**config.mk**
```make
export PLATFORM = sky130hd
export DESIGN_NAME = concat_1_reg
export DESIGN_NICKNAME = d
export VERILOG_FILES = /design/src/rtl/concat_1_reg.sv
export SDC_FILE = /design/constraint.sdc
export NUM_CORES = 1
export LEC_CHECK = 0
export BUFFER_PORTS_ARGS = -buffer_cell sky130_fd_sc_hd__buf_2
export CAP_MARGIN = 0
export CORE_MARGIN = 4
export CORE_UTILIZATION = 50
export DETAILED_ROUTE_END_ITERATION = 12
export PLACE_DENSITY_LB_ADDON = 0.15
export SYNTH_ARGS = -nofsm -noshare
export SYNTH_HDL_FRONTEND = slang
export SYNTH_SLANG_ARGS = --single-unit
```
**constraint.sdc**
```tcl
create_clock -name clk -period 2.18 [get_ports clk]
set_input_delay 0.654 -clock clk [delete_from_list [all_inputs] [get_ports clk]]
set_output_delay 0.654 -clock clk [all_outputs]
set_load 0.02 [all_outputs]
```
**src/rtl/concat_1_reg.sv**
```systemverilog
// Registered significand-prep stage for the FP adder: attaches each operand's
// hidden bit to its fraction and optionally swaps the two operand lanes.
module concat_1_reg #(
  parameter int MANT_W = 23
) (
  input  logic              clk,
  input  logic              rst,
  input  logic              in_valid,
  input  logic [MANT_W-1:0] sig1,
  input  logic [MANT_W-1:0] sig2,
  input  logic [1:0]        n_concat,
  input  logic              swap,
  output logic              out_valid,
  output logic [MANT_W:0]   sig1_concat,
  output logic [MANT_W:0]   sig2_concat
);

  logic [MANT_W:0] sig_a;
  logic [MANT_W:0] sig_b;
  logic [MANT_W:0] lane1;
  logic [MANT_W:0] lane2;

  // The hidden bit stays with its own fraction; the swap moves whole significands.
  always_comb begin
    sig_a = {n_concat[1], sig1};
    sig_b = {n_concat[0], sig2};
    lane1 = swap ? sig_b : sig_a;
    lane2 = swap ? sig_a : sig_b;
  end

  // Data registers hold on idle cycles so downstream sees stable values.
  always_ff @(posedge clk) begin
    if (rst) begin
      out_valid   <= 1'b0;
      sig1_concat <= '0;
      sig2_concat <= '0;
    end else begin
      out_valid <= in_valid;
      if (in_valid) begin
        sig1_concat <= lane1;
        sig2_concat <= lane2;
      end
    end
  end

endmodule

```
; ---- Yosys cells after proc, flatten, opt, wreduce, memory -nomap -nowiden
; Index checks and enable logic that the tools add are counted.
[word_totals]
wordCells = 5
inputBits = 52
register_bits = 49
out_inout_bits = 49
[classes]
mux = 2
[op_table]
columns = op, count
row1 = two-way mux 24 bit, 2

; ---- Depth between registers and ports, before layout
; Gate-level depths: netlist of the first run.
[logic_depth]
depth_word = 1
ltp_mapped = 5
depth_no_buf = 2

; ---- Least setup slack after synthesis of the first run
; OpenSTA, ideal clock, no wires.
[synth_timing]
path_type = input -> register
startpoint = input in_valid
endpoint = register sig1_concat[10]
setup_ns = 0.138
cell_stages = 4
setup_slack_ns = 0.709
path_buffers = 3
t_arrival_ns = 1.333
required_time_ns = 2.042
path_cell_list = buf_2 buf_2 clkbuf_1 a211oi_1
[synth_lines]
columns = item, line
row1 = start: declaration, 8  ; input logic in_valid,
row2 = end signal: assignment, 40  ; sig1_concat <= lane1;
row3 = end: declaration, 14  ; output logic [MANT_W:0] sig1_concat,
; No word-level cell between the ends.

; ---- Worst setup path after layout of the first run
[layout_timing]
startpoint = register sig1_concat[19]
endpoint = output sig1_concat[19]
; No word-level cell between the ends.

==> results of run 1 <==
[kinds of logic (layout without fill, tap and decap cells)]
group / count (synthesis) / in the layout / synth area share (%)
flops: 49 / 49 / 45.5
simple gates: 49 / 49 / 8.65
compound gates: 48 / 48 / 16.7
mux: 48 / 48 / 22.3
buf+inv: 22 / 111 / 6.85
[registers in the layout, indices dropped and copies added, names as in the netlist]
name and flops:
sig2_concat 24, sig1_concat 24, out_valid 1
[cell usage in the layout (no fill, tap or decap)]
cell / n
buf_2: 100
bufinv_16: 1
nor2b_1: 1
nor2_1: 48
dfxtp_1: 49
buf_12: 3
clkbuf_8: 6
mux2i_1: 48
a211oi_1: 48
clkbuf_1: 1
[worst max path at each step]
stage / startpoint / to / slack [ns] / cells past startpoint
2_1_floorplan: in_valid / sig1_concat[10] / 0.71 / 4
3_3_place_gp: swap / sig1_concat[20] / 0.64 / 4
3_5_place_dp: swap / sig1_concat[12] / 0.61 / 4
4_1_cts: sig1_concat[19] / sig1_concat[19] / 0.68 / 1
5_1_grt: sig1_concat[21] / sig1_concat[21] / 0.66 / 1
6_report: sig1_concat[19] / sig1_concat[19] / 0.69 / 1
[metrics by stage]
stage | util (%) | total power (uW)
after detailed placement | 64.4 | 1430
final | 67.2 | 2070
after global placement | 64.4 | 1420
after CTS | 67.2 | 2080
after global routing | 67.2 | 2160
after floorplan | - | 1280
[synth_stat cells (all sizes together)]
cell type	instances	area share, %
buf	10	4.8
nor2b	1	0.29
clkbuf	12	2.1
nor2	48	8.4
a211oi	48	17
mux2i	48	22
dfxtp	49	46
[routing by layer]
layer  up-vias  GRT usage [%]  share of wire [%]
met5         -              0                  0
met4         0           6.04               0.96
met3         5           4.51                7.0
met2        52           30.4                 48
met1       830           24.1                 44
li1        951              -                  -
[final cells by class]
| class | instances | share of cell area [%] |
|---|---|---|
| clock inverter | 1 | 1.09 |
| sequential | 49 | 35.7 |
| tap | 50 | 2.28 |
| multi-input combinational | 145 | 37.4 |
| timing repair buffer | 103 | 20.4 |
| clock buffer | 7 | 3.14 |
[report_power, final]
group          internal [uW]  total [uW]  leakage (uW)  switching (uW)
Clock                    374         660     0.0000585             286
Combinational            168         410      0.000892             242
Sequential               962         996      0.000408            34.3
Total                   1500        2070       0.00136             562
==> impl_metrics.py, run 1 <==
metrics = {
    "yosys": {
        "synth.distinct_cells": 9,
        "yosysSeqAreaShare_pct": 45.5,
        "ys_ff_latch": 49,
        "synthCells": 216,
        "synth_nets": 268,
        "avgSynthCellArea_sq_um": 9.98,
        "syn_area_sq_um": 2160,
        "yosys_warnings": 0,
    },
    "timing": {
        "final.period_utilization_pct": 68.5,
        "fin_hold_ws_ns": 0.485,
        "slew_violations": 0,
        "fmax_mhz": 669,
        "relSlewSlack_pct": 72.2,
        "rsz0062_at_grt": "no",
        "worst_slack_ns": 0.686,
        "finalSetupTns_ns": 0,
        "finalSetupViolCount": 0,
        "skew_ns": 0,
        "worst_slew_pin_slew_ns": 0.417,
        "hold_viol": 0,
        "layout_min_cycle_time_ns": 1.49,
    },
    "placement": {
        "place.gp.congestion": 0.764,
        "dpl.hpwl_mm": 3.60,
        "dpl.cell_count": 347,
        "port_buffers": 100,
        "placed_cell_area_sq_um": 2630,
        "pre_cts_ws_ns": 0.606,
    },
    "final_layout": {
        "layout.area.seq_sq_um": 981,
        "area_growth_pct": 27.5,
        "layout-drive-gt1-share_pct": 36.1,
        "stdcell_area_sq_um": 2750,
        "diodes": 0,
        "fillers": 350,
        "layout.cells.non_filler": 355,
        "layout.nets": 356,
        "multi_input_area_sq_um": 1030,
    },
    "routing": {
        "wire_per_inst_um": 14.4,
        "drtIter0Drc": 74,
        "wirelength_mm": 5.10,
        "vias_per_cell": 5.18,
        "num_vias": 1838,
        "ant_nets": 0,
        "drc": 0,
        "firstDrtPassIters": 4,
    },
    "worst_setup_path": {
        "path_buf_inv": 1,
        "cp-start-kind": "register",
        "r2r_cells": 2,
        "crit_family": "flip-flops",
        "worstPathCellList": "buf_2",
        "crit-reg2reg-launch": "sig1_concat[12]",
        "worstPathRequired_ns": 1.53,
        "crit_path_end_kind": "primary output",
        "critical_path_class": "register to primary output",
        "reg2reg_to": "sig1_concat[12]",
        "cpPeakStageDelay_ns": 0.36,
        "critPathSlowestCell": "dfxtp_1",
        "arrival_ns": 0.84,
        "path_max_fanout": 2,
        "regToRegSetupSlack_ns": 1.45,
    },
    "die": {
        "core_sq_um": 4090,
        "die_w_um": 73.7,
        "rows": 23,
        "io_pins": 101,
        "die_h_um": 73.7,
        "dieArea_sq_um": 5430,
        "initial_core_util_pct": 52.8,
    },
    "clock_tree": {
        "ctsResizeCount": 0,
        "clk_pin_slew_ns": 0.08,
        "cts_max_path_buffers": 2,
        "cts_tree": "yes",
        "holdBufCountCts": 0,
        "cts_buffers": 5,
        "cts_setup_buffers": 0,
        "clock_sinks": 49,
        "htree_num_levels": 2,
        "clk_latency_ns": 0.29,
        "root_buffer": "clkbuf_8",
    },
    "global_routing": {
        "grt_max_degree": 98,
        "grt_pass1_wl_mm": 8.00,
        "grt_pass1_vias": 1748,
        "track_usage_pct": 18.6,
        "globalRouteOverflowTotal": 0,
        "antenna_found_initial": 0,
    },
    "flow_run": {
        "drv.max_cap_violation_count": 0,
    },
    "worst_hold_path": {
        "min_from": "sig2_concat[11]",
        "hp-class": "register to register",
        "holdPathStages": 2,
        "hold_end": "sig2_concat[11]",
    },
    "power": {
        "p_leak_uw": 0.00136,
        "ir_worst_vdd_mv": 0.444,
        "power_density_nw_per_um2": 752,
    },
    "outcome": {
        "status": "completed",
    },
}
(Power assumes the default switching activity.)
==> run 2, diff against run 1 <==
- ABC_AREA: default -> 1
- CORE_UTILIZATION: 50 -> 49
- clock period: 2.18 -> 1.4 ns (I/O delays scaled with it)
==> run 2 against run 1 <==
Net effect: sequential share of layout area down 5.2 points; setup slack worse by 0.54 ns; register-to-register slack worse by 0.70 ns; die area up 19%; cell count up 62%; clock power up 58%; design area up 17%.
==> impl_metrics.py, run 2 <==
metrics = {
    "outcome": {
        "status": "completed",
    },
    "clock_tree": {
        "cts_buffers": 5,
        "htree_num_levels": 2,
        "cts_setup_buffers": 0,
        "clk_pin_slew_ns": 0.09,
        "clk_latency_ns": 0.29,
        "clock_sinks": 49,
        "root_buffer": "clkbuf_8",
        "cts_max_path_buffers": 2,
        "cts_tree": "yes",
        "holdBufCountCts": 0,
        "ctsResizeCount": 0,
    },
    "worst_setup_path": {
        "cp.depth": 1,
        "path_buf_inv": 1,
        "critical_path_class": "register to primary output",
        "worstPathCellList": "buf_2",
        "critPathSlowestCell": "dfxtp_1",
        "worstPathRequired_ns": 0.98,
        "crit_path_end_kind": "primary output",
        "crit_family": "flip-flops",
        "cpPeakStageDelay_ns": 0.37,
        "path_max_fanout": 2,
        "r2r_cells": 2,
        "regToRegSetupSlack_ns": 0.75,
        "reg2reg_to": "sig2_concat[11]",
        "arrival_ns": 0.84,
        "cp-start-kind": "register",
        "crit-reg2reg-launch": "sig2_concat[11]",
    },
    "timing": {
        "worst_slew_pin_slew_ns": 0.192,
        "final.period_utilization_pct": 89.8,
        "relSlewSlack_pct": 87.2,
        "worst_slack_ns": 0.143,
        "fmax_mhz": 795,
        "layout_min_cycle_time_ns": 1.26,
        "finalSetupViolCount": 0,
        "skew_ns": 0,
        "hold_viol": 0,
        "finalSetupTns_ns": 0,
        "rsz0062_at_grt": "no",
        "slew_violations": 0,
    },
    "global_routing": {
        "track_usage_pct": 17.9,
        "grt_pass1_wl_mm": 9.29,
        "globalRouteOverflowTotal": 0,
        "grt_pass1_vias": 2183,
        "grt_max_degree": 51,
        "antenna_found_initial": 0,
    },
    "yosys": {
        "synth_edf_count": 0,
        "yosys_warnings": 0,
        "synthTopCellsByArea": "dfxtp_1 (38%), nor2_1 (17%), nand2_1 (14%)",
        "synth.distinct_cells": 13,
        "synthArstFlopShare_pct": 0,
        "yosysSeqAreaShare_pct": 38.2,
        "syn_area_sq_um": 2560,
        "ys_ff_latch": 49,
        "synth_nets": 467,
        "synthCells": 415,
        "yosys.area.top_type_share_pct": 38.2,
        "avgSynthCellArea_sq_um": 6.18,
        "synth_top_cell_by_area": "dfxtp_1",
        "synth.most_common_cell": "nor2_1",
        "yosys-top-cells-count": "nor2_1 (115), nand2_1 (96), dfxtp_1 (49), inv_1 (49), o21ai_0 (44)",
        "synth-main-ff-cell": "dfxtp_1",
    },
    "final_layout": {
        "layout-drive-gt1-share_pct": 29.3,
        "top_regs": "sig1_concat: 24 flops, sig2_concat: 24 flops, out_valid: 1 flops",
        "layout.area.seq_sq_um": 981,
        "fillers": 492,
        "diodes": 0,
        "layout.cells.non_filler": 575,
        "layout.nets": 556,
        "layout_commonest_cell": "nor2_1",
        "final_cell_mix": "nor2_1 (115), buf_2 (99), nand2_1 (96)",
        "multi_input_area_sq_um": 1220,
        "area_growth_pct": 25.4,
    },
    "placement": {
        "port_buffers": 100,
        "dpl.hpwl_mm": 4.27,
        "pre_cts_ws_ns": 0.189,
        "place.gp.congestion": 0.753,
        "dpl.cell_count": 567,
    },
    "routing": {
        "drc": 0,
        "drtIter0Drc": 94,
        "firstDrtPassIters": 4,
        "num_vias": 2526,
        "ant_nets": 0,
        "wirelength_mm": 5.83,
        "wire_per_inst_um": 10.1,
        "vias_per_cell": 4.39,
    },
    "power": {
        "power_uw": 3310,
        "ir_worst_vdd_mv": 0.639,
        "power_density_nw_per_um2": 1030,
        "p_leak_uw": 0.00183,
    },
    "flow_run": {
        "drv.max_cap_violation_count": 0,
    },
    "worst_hold_path": {
        "hp-class": "primary input to register",
        "min_from": "rst",
        "hold_end": "out_valid",
        "holdPathStages": 2,
    },
    "die": {
        "initial_core_util_pct": 50.5,
        "dieArea_sq_um": 6460,
        "die_w_um": 80.4,
        "core_sq_um": 5070,
        "die_h_um": 80.4,
        "io_pins": 101,
        "rows": 26,
    },
}
[run 2: worst max-delay path by stage]
stage / from / end / slack (ns)
finish: sig1_concat[9] / sig1_concat[9] / 0.14
global route: sig1_concat[9] / sig1_concat[9] / 0.10
CTS: sig1_concat[9] / sig1_concat[9] / 0.13
detailed placement: swap / sig2_concat[11] / 0.19
global placement: swap / sig1_concat[18] / 0.21
floorplan: in_valid / sig1_concat[0] / 0.30
[run 2: where the power goes]
part	leakage [uW]	switching, uW	internal, uW
combinational	0.00137	450	276
clock	0.0000574	460	581
sequential	0.000407	45.4	1490
[run 2: metrics by stage]
stage	area [sq um]	hold slack, ns	utilization, %
finish	3220	0.302	63.4
global route	3220	0.297	63.4
CTS	3220	0.289	63.4
detailed placement	3100	0.483	61.0
global placement	3100	0.485	61.0
floorplan	2560	0.491	-
[run 2: cell families (layout without fill, tap and decap cells)]
family                 after synthesis  after routing  synth area share (%)
buffers and inverters               77            167                  14.2
DFF                                 49             49                  38.2
AOI/OAI and AO/OA                   48             48                  9.37
and+or+nand+nor                    241            241                  38.2
[run 2: metal layers]
layer / global-route usage (%) / routed length [um] / vias to the layer above
met4: 3.55 / 27 / 0
met1: 22.7 / 2720 / 1066
met5: 0 / 0 / -
met2: 30.9 / 2710 / 59
li1: - / - / 1399
met3: 4.37 / 376 / 2
[run 2: area by class of cell]
class                   instances  share of cell area (%)
multi-input cells             289                    37.9
clock inverters                 2                    1.17
repair buffers                109                    19.3
inverters                      50                    5.83
flip-flops and latches         49                    30.5
well taps                      70                    2.72
clock buffers                   6                    2.57
